$ cat src/rtl/mips_pkg.sv
`default_nettype none
// ============================================================================
//  Module      : mips_pkg
//  Description : Encodings and default addresses shared by the fetch-address
//                unit, its branch comparator and its bus interface.
//                  PCSRC_* : next-PC source select (3 bit)
//                  BR_*    : branch condition select (3 bit)
//                  DEF_RESET_PC / DEF_EXC_VECTOR : default address constants
//  Revision    : 1.0  initial release
// ============================================================================
package mips_pkg;

   // Next-PC source select. Codes 3'b110/3'b111 are reserved and fall back
   // to sequential fetch.
   typedef enum logic [2:0] {
      PCSRC_SEQ  = 3'b000,
      PCSRC_BR   = 3'b001,
      PCSRC_JMP  = 3'b010,
      PCSRC_JR   = 3'b011,
      PCSRC_EXC  = 3'b100,
      PCSRC_ERET = 3'b101
   } pc_src_e;

   // Branch condition select. Codes 3'b110/3'b111 are never taken.
   typedef enum logic [2:0] {
      BR_EQ  = 3'b000,
      BR_NE  = 3'b001,
      BR_LEZ = 3'b010,
      BR_GTZ = 3'b011,
      BR_LTZ = 3'b100,
      BR_GEZ = 3'b101
   } br_cond_e;

   localparam logic [31:0] DEF_RESET_PC   = 32'h0000_3000;
   localparam logic [31:0] DEF_EXC_VECTOR = 32'h0000_4180;

endpackage : mips_pkg
`default_nettype wire

$ cat src/rtl/pc_unit_if.sv
`default_nettype none
// ============================================================================
//  Module      : pc_unit_if
//  Description : Control/fetch bus between the controller + register file and
//                the fetch-address unit.
//                Controller -> unit : stall, pc_src[2:0], br_cond[2:0],
//                                     rs_val, rt_val, instr[31:0],
//                                     int_req, int_en
//                Unit -> controller : pc, pc_plus4, epc, exl, exc_taken,
//                                     br_taken (+ addr_err when the macro
//                                     PC_UNIT_ALIGN_CHECK_EN is defined)
//                Modports: master (controller side), slave (pc_unit side).
//  Revision    : 1.0  initial release
// ============================================================================
interface pc_unit_if #(
   parameter int WIDTH = 32
);
   logic             stall;
   logic [2:0]       pc_src;
   logic [2:0]       br_cond;
   logic [WIDTH-1:0] rs_val;
   logic [WIDTH-1:0] rt_val;
   logic [31:0]      instr;
   logic             int_req;
   logic             int_en;

   logic [WIDTH-1:0] pc;
   logic [WIDTH-1:0] pc_plus4;
   logic [WIDTH-1:0] epc;
   logic             exl;
   logic             exc_taken;
   logic             br_taken;
`ifdef PC_UNIT_ALIGN_CHECK_EN
   logic             addr_err;
`endif

   modport master (
      output stall, pc_src, br_cond, rs_val, rt_val, instr, int_req, int_en,
`ifdef PC_UNIT_ALIGN_CHECK_EN
      input  addr_err,
`endif
      input  pc, pc_plus4, epc, exl, exc_taken, br_taken
   );

   modport slave (
      input  stall, pc_src, br_cond, rs_val, rt_val, instr, int_req, int_en,
`ifdef PC_UNIT_ALIGN_CHECK_EN
      output addr_err,
`endif
      output pc, pc_plus4, epc, exl, exc_taken, br_taken
   );

endinterface : pc_unit_if
`default_nettype wire

$ cat src/rtl/pc_unit_br_cmp.sv
`default_nettype none
// ============================================================================
//  Module      : br_cmp
//  Description : Purely combinational branch-condition evaluator.
//                  rs_val, rt_val [WIDTH] : register operands
//                  br_cond [3]            : condition select (BR_*)
//                  taken                  : condition holds
//                beq/bne compare rs against rt; the remaining conditions test
//                rs as a signed value against zero. Reserved codes never take.
//  Revision    : 1.0  initial release
// ============================================================================
module br_cmp
   import mips_pkg::*;
#(
   parameter int WIDTH = 32
) (
   input  wire logic [WIDTH-1:0] rs_val,
   input  wire logic [WIDTH-1:0] rt_val,
   input  wire logic [2:0]       br_cond,
   output logic                  taken
);

   logic w_eq;
   logic w_zero;
   logic w_neg;

   assign w_eq   = (rs_val == rt_val);
   assign w_zero = (rs_val == '0);
   assign w_neg  = rs_val[WIDTH-1];

   always_comb begin
      taken = 1'b0;
      case (br_cond)
         BR_EQ  : taken = w_eq;
         BR_NE  : taken = ~w_eq;
         BR_LEZ : taken = w_neg | w_zero;
         BR_GTZ : taken = ~w_neg & ~w_zero;
         BR_LTZ : taken = w_neg;
         BR_GEZ : taken = ~w_neg;
         default: taken = 1'b0;
      endcase
   end

endmodule : br_cmp
`default_nettype wire

$ cat src/rtl/pc_unit.sv
`default_nettype none
// ============================================================================
//  Module      : pc_unit
//  Description : Fetch-address unit. Owns the PC, EPC and exception-level
//                flag; resolves branches internally and arbitrates stall,
//                synchronous exception, external interrupt and ERET.
//  Ports       : clk    - clock, rising edge
//                rst_n  - asynchronous active-low reset
//                bus    - pc_unit_if.slave (control inputs, fetch outputs)
//  Parameters  : WIDTH (>= 28), RESET_PC, EXC_VECTOR
//  Options     : PC_UNIT_ALIGN_CHECK_EN - misaligned non-exception targets
//                raise a synchronous exception and pulse bus.addr_err.
//  Revision    : 1.0  initial release
// ============================================================================
module pc_unit
   import mips_pkg::*;
#(
   parameter int               WIDTH      = 32,
   parameter logic [WIDTH-1:0] RESET_PC   = WIDTH'(DEF_RESET_PC),
   parameter logic [WIDTH-1:0] EXC_VECTOR = WIDTH'(DEF_EXC_VECTOR)
) (
   input  wire logic clk,
   input  wire logic rst_n,
   pc_unit_if.slave  bus
);

   localparam logic [WIDTH-1:0] c_four = WIDTH'(4);

   // ------------------------------------------------------------------------
   // State
   // ------------------------------------------------------------------------
   logic [WIDTH-1:0] r_pc;
   logic [WIDTH-1:0] r_epc;
   logic             r_exl;
   logic             r_exc_taken;

   logic [WIDTH-1:0] w_pc_nxt;
   logic [WIDTH-1:0] w_epc_nxt;
   logic             w_exl_nxt;
   logic             w_exc_nxt;

   // ------------------------------------------------------------------------
   // Candidate targets
   // ------------------------------------------------------------------------
   logic [WIDTH-1:0] w_pc_plus4;
   logic [WIDTH-1:0] w_br_off;
   logic [WIDTH-1:0] w_br_tgt;
   logic [WIDTH-1:0] w_jmp_tgt;
   logic [WIDTH-1:0] w_next;
   logic             w_cond;
   logic             w_br_taken;
   logic             w_sync;
   logic             w_irq_go;
   logic             w_unused;

   assign w_pc_plus4 = r_pc + c_four;

   // sext(imm16) << 2; WIDTH >= 28 guarantees the replication count is > 0
   assign w_br_off = {{(WIDTH-18){bus.instr[15]}}, bus.instr[15:0], 2'b00};

   br_cmp #(
      .WIDTH   (WIDTH)
   ) u_br_cmp (
      .rs_val  (bus.rs_val),
      .rt_val  (bus.rt_val),
      .br_cond (bus.br_cond),
      .taken   (w_cond)
   );

   assign w_br_taken = w_cond & (bus.pc_src == PCSRC_BR);
   assign w_br_tgt   = w_br_taken ? (w_pc_plus4 + w_br_off) : w_pc_plus4;

   // Region jump keeps the PC bits above the 256 MB segment, if any exist.
   generate
      if (WIDTH > 28) begin : g_jmp_region
         assign w_jmp_tgt = {r_pc[WIDTH-1:28], bus.instr[25:0], 2'b00};
      end else begin : g_jmp_flat
         assign w_jmp_tgt = {bus.instr[25:0], 2'b00};
      end
   endgenerate

   // Opcode field is decoded by the controller, not here.
   assign w_unused = &{1'b0, bus.instr[31:26]};

   // Normal (non-exception) next PC. ERET's destination is included so an
   // interrupt arriving alongside it has a well-defined resume address, even
   // though that case keeps the old EPC.
   always_comb begin
      w_next = w_pc_plus4;
      case (bus.pc_src)
         PCSRC_BR  : w_next = w_br_tgt;
         PCSRC_JMP : w_next = w_jmp_tgt;
         PCSRC_JR  : w_next = bus.rs_val;
         PCSRC_ERET: w_next = r_epc;
         default   : w_next = w_pc_plus4;
      endcase
   end

`ifdef PC_UNIT_ALIGN_CHECK_EN
   logic w_misalign;
   logic r_addr_err;

   // Only a register-indirect jump can produce a misaligned target in
   // practice, but every normal path is checked.
   assign w_misalign = (bus.pc_src != PCSRC_EXC) && (w_next[1:0] != 2'b00);
   assign w_sync     = (bus.pc_src == PCSRC_EXC) | w_misalign;
`else
   assign w_sync     = (bus.pc_src == PCSRC_EXC);
`endif

   // Level-sensitive: a request seen during a stall is simply re-sampled on
   // the next unstalled cycle.
   assign w_irq_go = bus.int_req & bus.int_en & ~r_exl & ~bus.stall;

   // ------------------------------------------------------------------------
   // Next-state arbitration: stall > sync exception > interrupt > eret > normal
   // ------------------------------------------------------------------------
   always_comb begin
      w_pc_nxt  = r_pc;
      w_epc_nxt = r_epc;
      w_exl_nxt = r_exl;
      w_exc_nxt = 1'b0;
      if (!bus.stall) begin
         if (w_sync) begin
            w_epc_nxt = r_pc;
            w_pc_nxt  = EXC_VECTOR;
            w_exl_nxt = 1'b1;
            w_exc_nxt = 1'b1;
         end else if (w_irq_go) begin
            // A simultaneous ERET is squashed: EPC keeps its value.
            w_epc_nxt = (bus.pc_src == PCSRC_ERET) ? r_epc : w_next;
            w_pc_nxt  = EXC_VECTOR;
            w_exl_nxt = 1'b1;
            w_exc_nxt = 1'b1;
         end else if (bus.pc_src == PCSRC_ERET) begin
            w_pc_nxt  = r_epc;
            w_exl_nxt = 1'b0;
         end else begin
            w_pc_nxt  = w_next;
         end
      end
   end

   always_ff @(posedge clk or negedge rst_n) begin
      if (!rst_n) begin
         r_pc        <= RESET_PC;
         r_epc       <= '0;
         r_exl       <= 1'b0;
         r_exc_taken <= 1'b0;
      end else begin
         r_pc        <= w_pc_nxt;
         r_epc       <= w_epc_nxt;
         r_exl       <= w_exl_nxt;
         r_exc_taken <= w_exc_nxt;
      end
   end

`ifdef PC_UNIT_ALIGN_CHECK_EN
   // Flags the exception entry caused by the alignment check; pulses in the
   // same cycle as exc_taken.
   always_ff @(posedge clk or negedge rst_n) begin
      if (!rst_n) begin
         r_addr_err <= 1'b0;
      end else begin
         r_addr_err <= ~bus.stall & w_misalign;
      end
   end

   assign bus.addr_err = r_addr_err;
`endif

   // ------------------------------------------------------------------------
   // Outputs
   // ------------------------------------------------------------------------
   assign bus.pc        = r_pc;
   assign bus.pc_plus4  = w_pc_plus4;
   assign bus.epc       = r_epc;
   assign bus.exl       = r_exl;
   assign bus.exc_taken = r_exc_taken;
   assign bus.br_taken  = w_br_taken;

endmodule : pc_unit
`default_nettype wire

$ cat src/flat_wrapper.sv
// flat-port wrapper written by rule: the top's interface ports become plain ports
module pc_unit_flat import mips_pkg::*;
#(
   parameter int               WIDTH      = 32,
   parameter logic [WIDTH-1:0] RESET_PC   = WIDTH'(DEF_RESET_PC),
   parameter logic [WIDTH-1:0] EXC_VECTOR = WIDTH'(DEF_EXC_VECTOR)
)
  (clk, rst_n, bus_stall, bus_pc_src, bus_br_cond, bus_rs_val, bus_rt_val, bus_instr, bus_int_req, bus_int_en, bus_pc, bus_pc_plus4, bus_epc, bus_exl, bus_exc_taken, bus_br_taken);
  pc_unit_if #(.WIDTH(WIDTH)) bus_i ();
  input  wire logic clk;
  input  wire logic rst_n;
  input wire logic [$bits(bus_i.stall)-1:0] bus_stall;
  input wire logic [$bits(bus_i.pc_src)-1:0] bus_pc_src;
  input wire logic [$bits(bus_i.br_cond)-1:0] bus_br_cond;
  input wire logic [$bits(bus_i.rs_val)-1:0] bus_rs_val;
  input wire logic [$bits(bus_i.rt_val)-1:0] bus_rt_val;
  input wire logic [$bits(bus_i.instr)-1:0] bus_instr;
  input wire logic [$bits(bus_i.int_req)-1:0] bus_int_req;
  input wire logic [$bits(bus_i.int_en)-1:0] bus_int_en;
  output wire logic [$bits(bus_i.pc)-1:0] bus_pc;
  output wire logic [$bits(bus_i.pc_plus4)-1:0] bus_pc_plus4;
  output wire logic [$bits(bus_i.epc)-1:0] bus_epc;
  output wire logic [$bits(bus_i.exl)-1:0] bus_exl;
  output wire logic [$bits(bus_i.exc_taken)-1:0] bus_exc_taken;
  output wire logic [$bits(bus_i.br_taken)-1:0] bus_br_taken;
  assign bus_i.stall = bus_stall;
  assign bus_i.pc_src = bus_pc_src;
  assign bus_i.br_cond = bus_br_cond;
  assign bus_i.rs_val = bus_rs_val;
  assign bus_i.rt_val = bus_rt_val;
  assign bus_i.instr = bus_instr;
  assign bus_i.int_req = bus_int_req;
  assign bus_i.int_en = bus_int_en;
  assign bus_pc = bus_i.pc;
  assign bus_pc_plus4 = bus_i.pc_plus4;
  assign bus_epc = bus_i.epc;
  assign bus_exl = bus_i.exl;
  assign bus_exc_taken = bus_i.exc_taken;
  assign bus_br_taken = bus_i.br_taken;
  pc_unit #(.WIDTH(WIDTH), .RESET_PC(RESET_PC), .EXC_VECTOR(EXC_VECTOR)) u_core (.clk(clk), .rst_n(rst_n), .bus(bus_i));
endmodule
$ cat config.mk
export PLATFORM = sky130hd
export DESIGN_NAME = pc_unit_flat
export DESIGN_NICKNAME = d
export VERILOG_FILES = /design/src/rtl/mips_pkg.sv /design/src/rtl/pc_unit_if.sv /design/src/rtl/pc_unit_br_cmp.sv /design/src/rtl/pc_unit.sv /design/src/flat_wrapper.sv
export SDC_FILE = /design/constraint.sdc
export NUM_CORES = 1
export LEC_CHECK = 0
export BUFFER_PORTS_ARGS = -buffer_cell sky130_fd_sc_hd__buf_2
export CELL_PAD_IN_SITES_DETAIL_PLACEMENT = 1
export CELL_PAD_IN_SITES_GLOBAL_PLACEMENT = 1
export CORE_MARGIN = 2
export CORE_UTILIZATION = 38
export DETAILED_ROUTE_END_ITERATION = 8
export PLACE_DENSITY = 0.89
export SLEW_MARGIN = 25
export SYNTH_ARGS = -nofsm -noshare
export SYNTH_HDL_FRONTEND = slang
export SYNTH_HIERARCHICAL = 1
export SYNTH_SLANG_ARGS = --single-unit
$ cat constraint.sdc
create_clock -name clk -period 5.1 [get_ports clk]
set_clock_uncertainty 0.15 [all_clocks]
set_input_delay 0.255 -clock clk [delete_from_list [all_inputs] [get_ports clk]]
set_output_delay 0.255 -clock clk [all_outputs]
set_load 0.01 [all_outputs]
==> impl_metrics.json <==
{
  "yosysSeqAreaShare": 0.239,
  "remaining_drc_errors": 0,
  "first_iter_violations": 666,
  "synth_top_cell_by_area": "dfrtp_1",
  "fin_nets": 1200,
  "crit_arrival_ns": 4.86,
  "synth_area_mm2": 0.00692,
  "cts_setup_buffers": 0,
  "period_needed_ns": 4.78,
  "critPathLaunchType": "register",
  "htree_levels": 3,
  "wl_mm": 31.1,
  "cp_top_family": "compound AO/OA/AOI/OAI gates",
  "row_count": 49,
  "die_w_um": 139,
  "ys_async_sr_fraction": 1.00,
  "avgRoutedWirePerCell_um": 24.1,
  "fill_cells": 2329,
  "drive_gt1_frac": 0.250,
  "grt_pass1_vias": 8163,
  "placed_area_mm2": 0.00804,
  "maxCapViolCount": 0,
  "slowest_stage": "nor4_1",
  "cts.clk_slew.worst_paths_ns": 0.06,
  "ys_ff_latch": 66,
  "required_ns": 5.18,
  "grt_max_degree": 67,
  "die_area_mm2": 0.0193,
  "clockBufferDepth": 2,
  "rsz0062_at_grt": "false",
  "min_period_over_period": 0.938,
  "start_util": 0.387,
  "cts_resized": 0,
  "cts_buffers": 9,
  "synthCells": 878,
  "clock_sinks": 66,
  "critical_path.cell_chain": "nand4_1 > nor4_1 > nand3_1 > xnor2_1 > ha_1 > nand3_1 > o21ai_0 > o21ba_2 > o31ai_1 > o311ai_0 > o41ai_1 > a21oi_1 > o21ai_0",
  "pin_count": 206,
  "overflow": 0,
  "syn_avg_cell_area_um2": 7.89,
  "netlist.area_leader.share": 0.231,
  "vias": 8155,
  "endpoint_kind": "register",
  "max_stage_delay_ns": 0.68,
  "grt.total_usage": 0.310,
  "tightest_slew_ns": 0.892,
  "p_leak_uw": 0.00399,
  "cts_tree": "built",
  "status": "complete, no violations",
  "yosys_warnings": 6,
  "core-area_mm2": 0.0179,
  "syn_nets": 1022,
  "ant_nets": 0,
  "dp_hpwl_mm": 24.4,
  "cp_max_fo": 8,
  "peakVddDrop_v": 0.000200,
  "fin_setup_tns_ns": 0,
  "io_buffers": 199,
  "clock_latency_ns": 0.34,
  "viasPerCell": 6.32,
  "max_freq_mhz": 209,
  "drv_slew": 0,
  "hp-class": "in2reg",
  "crit_buf_inv": 0,
  "ys_types": 81,
  "setup_violations": 0,
  "max_slew_margin": 0.405,
  "cts_hold_buf": 1,
  "antenna_found_initial": 0,
  "design_area_mm2": 0.00834,
  "grt_pass1_wl_mm": 47.3,
  "drt-pass1-iter-count": 7,
  "synth_edf_count": 0,
  "yosys-top-cells-area": "dfrtp_1 23%, ha_1 6.5%, xor2_1 6.5%",
  "gp_congestion": 0.961,
  "hold_ws_ns": 0.336,
  "power.density_mw_per_mm2": 346,
  "hold_viol": 0,
  "die_h_um": 139,
  "critPathKind": "reg2reg",
  "seq_area_mm2": 0.00165,
  "syn_to_final_growth_pct": 20.5,
  "cts_root_buffer": "clkbuf_16",
  "synthFlopType": "dfrtp_1",
  "multi_input_area_mm2": 0.00492
}
-- kinds of logic after synthesis --
group	count (synthesis)	share of synthesized area
flip-flops	66	0.239
XOR/XNOR	79	0.102
multiplexers	32	0.0473
adder cells (fa/ha/maj)	37	0.0679
AO/OA/AOI/OAI	295	0.276
AND/OR/NAND/NOR	303	0.217
buffers and inverters	66	0.0504
-- power breakdown --
group | switching, uW | leakage, uW | total [uW] | internal, uW
clock | 232 | 0.000139 | 600 | 368
sequential | 186 | 0.000819 | 838 | 653
combinational | 883 | 0.00303 | 1450 | 563
-- cell usage after synthesis, types with 4 or more instances --
cell,n
nand2_1,117
o21ai_0,86
a21oi_1,66
dfrtp_1,64
nor2_1,62
xor2_1,51
ha_1,36
clkbuf_1,29
nand3_1,29
mux2i_1,26
xnor2_1,26
a21o_1,20
inv_1,16
nor4_1,15
o21a_1,12
o31ai_1,12
a22o_1,11
a31oi_1,10
nand4_1,10
nor3_1,10
a221oi_1,9
nor2b_1,9
and2_1,8
o211ai_1,8
a221o_1,7
and3_1,7
clkbuf_8,7
nand2b_1,7
o21ai_1,7
a32oi_1,6
mux2_2,6
a222oi_1,5
a21boi_0,4
buf_2,4
nor4_2,4
-- state kept, by name, summed over array words and instances (netlist names) --
name                  count
u_core/bus.pc            32
u_core/bus.exl            1
u_core/bus.epc           32
u_core/bus.exc_taken      1
-- cell type report --
type,instances,area share
tap,229,0.0344
clock inverter,2,0.00150
clock buffer,14,0.0329
antenna,1,0.000300
multi-input combinational,746,0.590
inverter,17,0.00765
timing repair buffer,216,0.135
sequential,66,0.198
-- final timing paths --
path / from / endpoint / slack, ns / cells past startpoint
max: u_core/bus.pc[5] / u_core/bus.pc[28] / 0.32 / 13
min: bus_instr[0] / u_core/bus.pc[2] / 0.34 / 4
max reg2reg: u_core/bus.pc[5] / u_core/bus.pc[28] / 0.32 / 13
min reg2reg: u_core/bus.epc[14] / u_core/bus.epc[14] / 0.36 / 1
max in group asynchronous: rst_n / u_core/bus.pc[24] / 3.70 / 3
min in group asynchronous: rst_n / u_core/bus.exc_taken / 0.50 / 3
-- through the flow --
| stage | util | worst slack, ns | instances | total power (uW) |
|---|---|---|---|---|
| after floorplan | - | 1.11 | 878 | 1670 |
| after global routing | 0.466 | 0.0808 | 1290 | 3030 |
| final | 0.466 | 0.318 | 1291 | 2880 |
| after detailed placement | 0.449 | 0.567 | 1273 | 2250 |
| after global placement | 0.449 | 0.715 | 1273 | 2200 |
| after CTS | 0.466 | 0.445 | 1290 | 2860 |
-- placed cells by master (no fill, tap or decap), drive strengths merged, types with 26 or more instances in the layout --
cell type / netlist / routed
buf: 9 / 215
nand3: 30 / 30
ha: 36 / 36
mux2i: 26 / 26
xor2: 51 / 51
nand2: 117 / 117
o21ai: 93 / 93
dfrtp: 64 / 64
xnor2: 28 / 28
nor2: 63 / 63
a21oi: 66 / 66
-- tightest hold or removal path, stage by stage --
cell and delay (ns):
buf_2 0.11, ha_1 0.14, a221o_1 0.16, a22o_1 0.12
-- per-layer routing --
metal	track usage	part of all wire
met1	0.392	0.40
met2	0.530	0.48
met3	0.0608	0.080
met4	0.107	0.033
met5	0	0
Power figures use the tool's default switching activity.
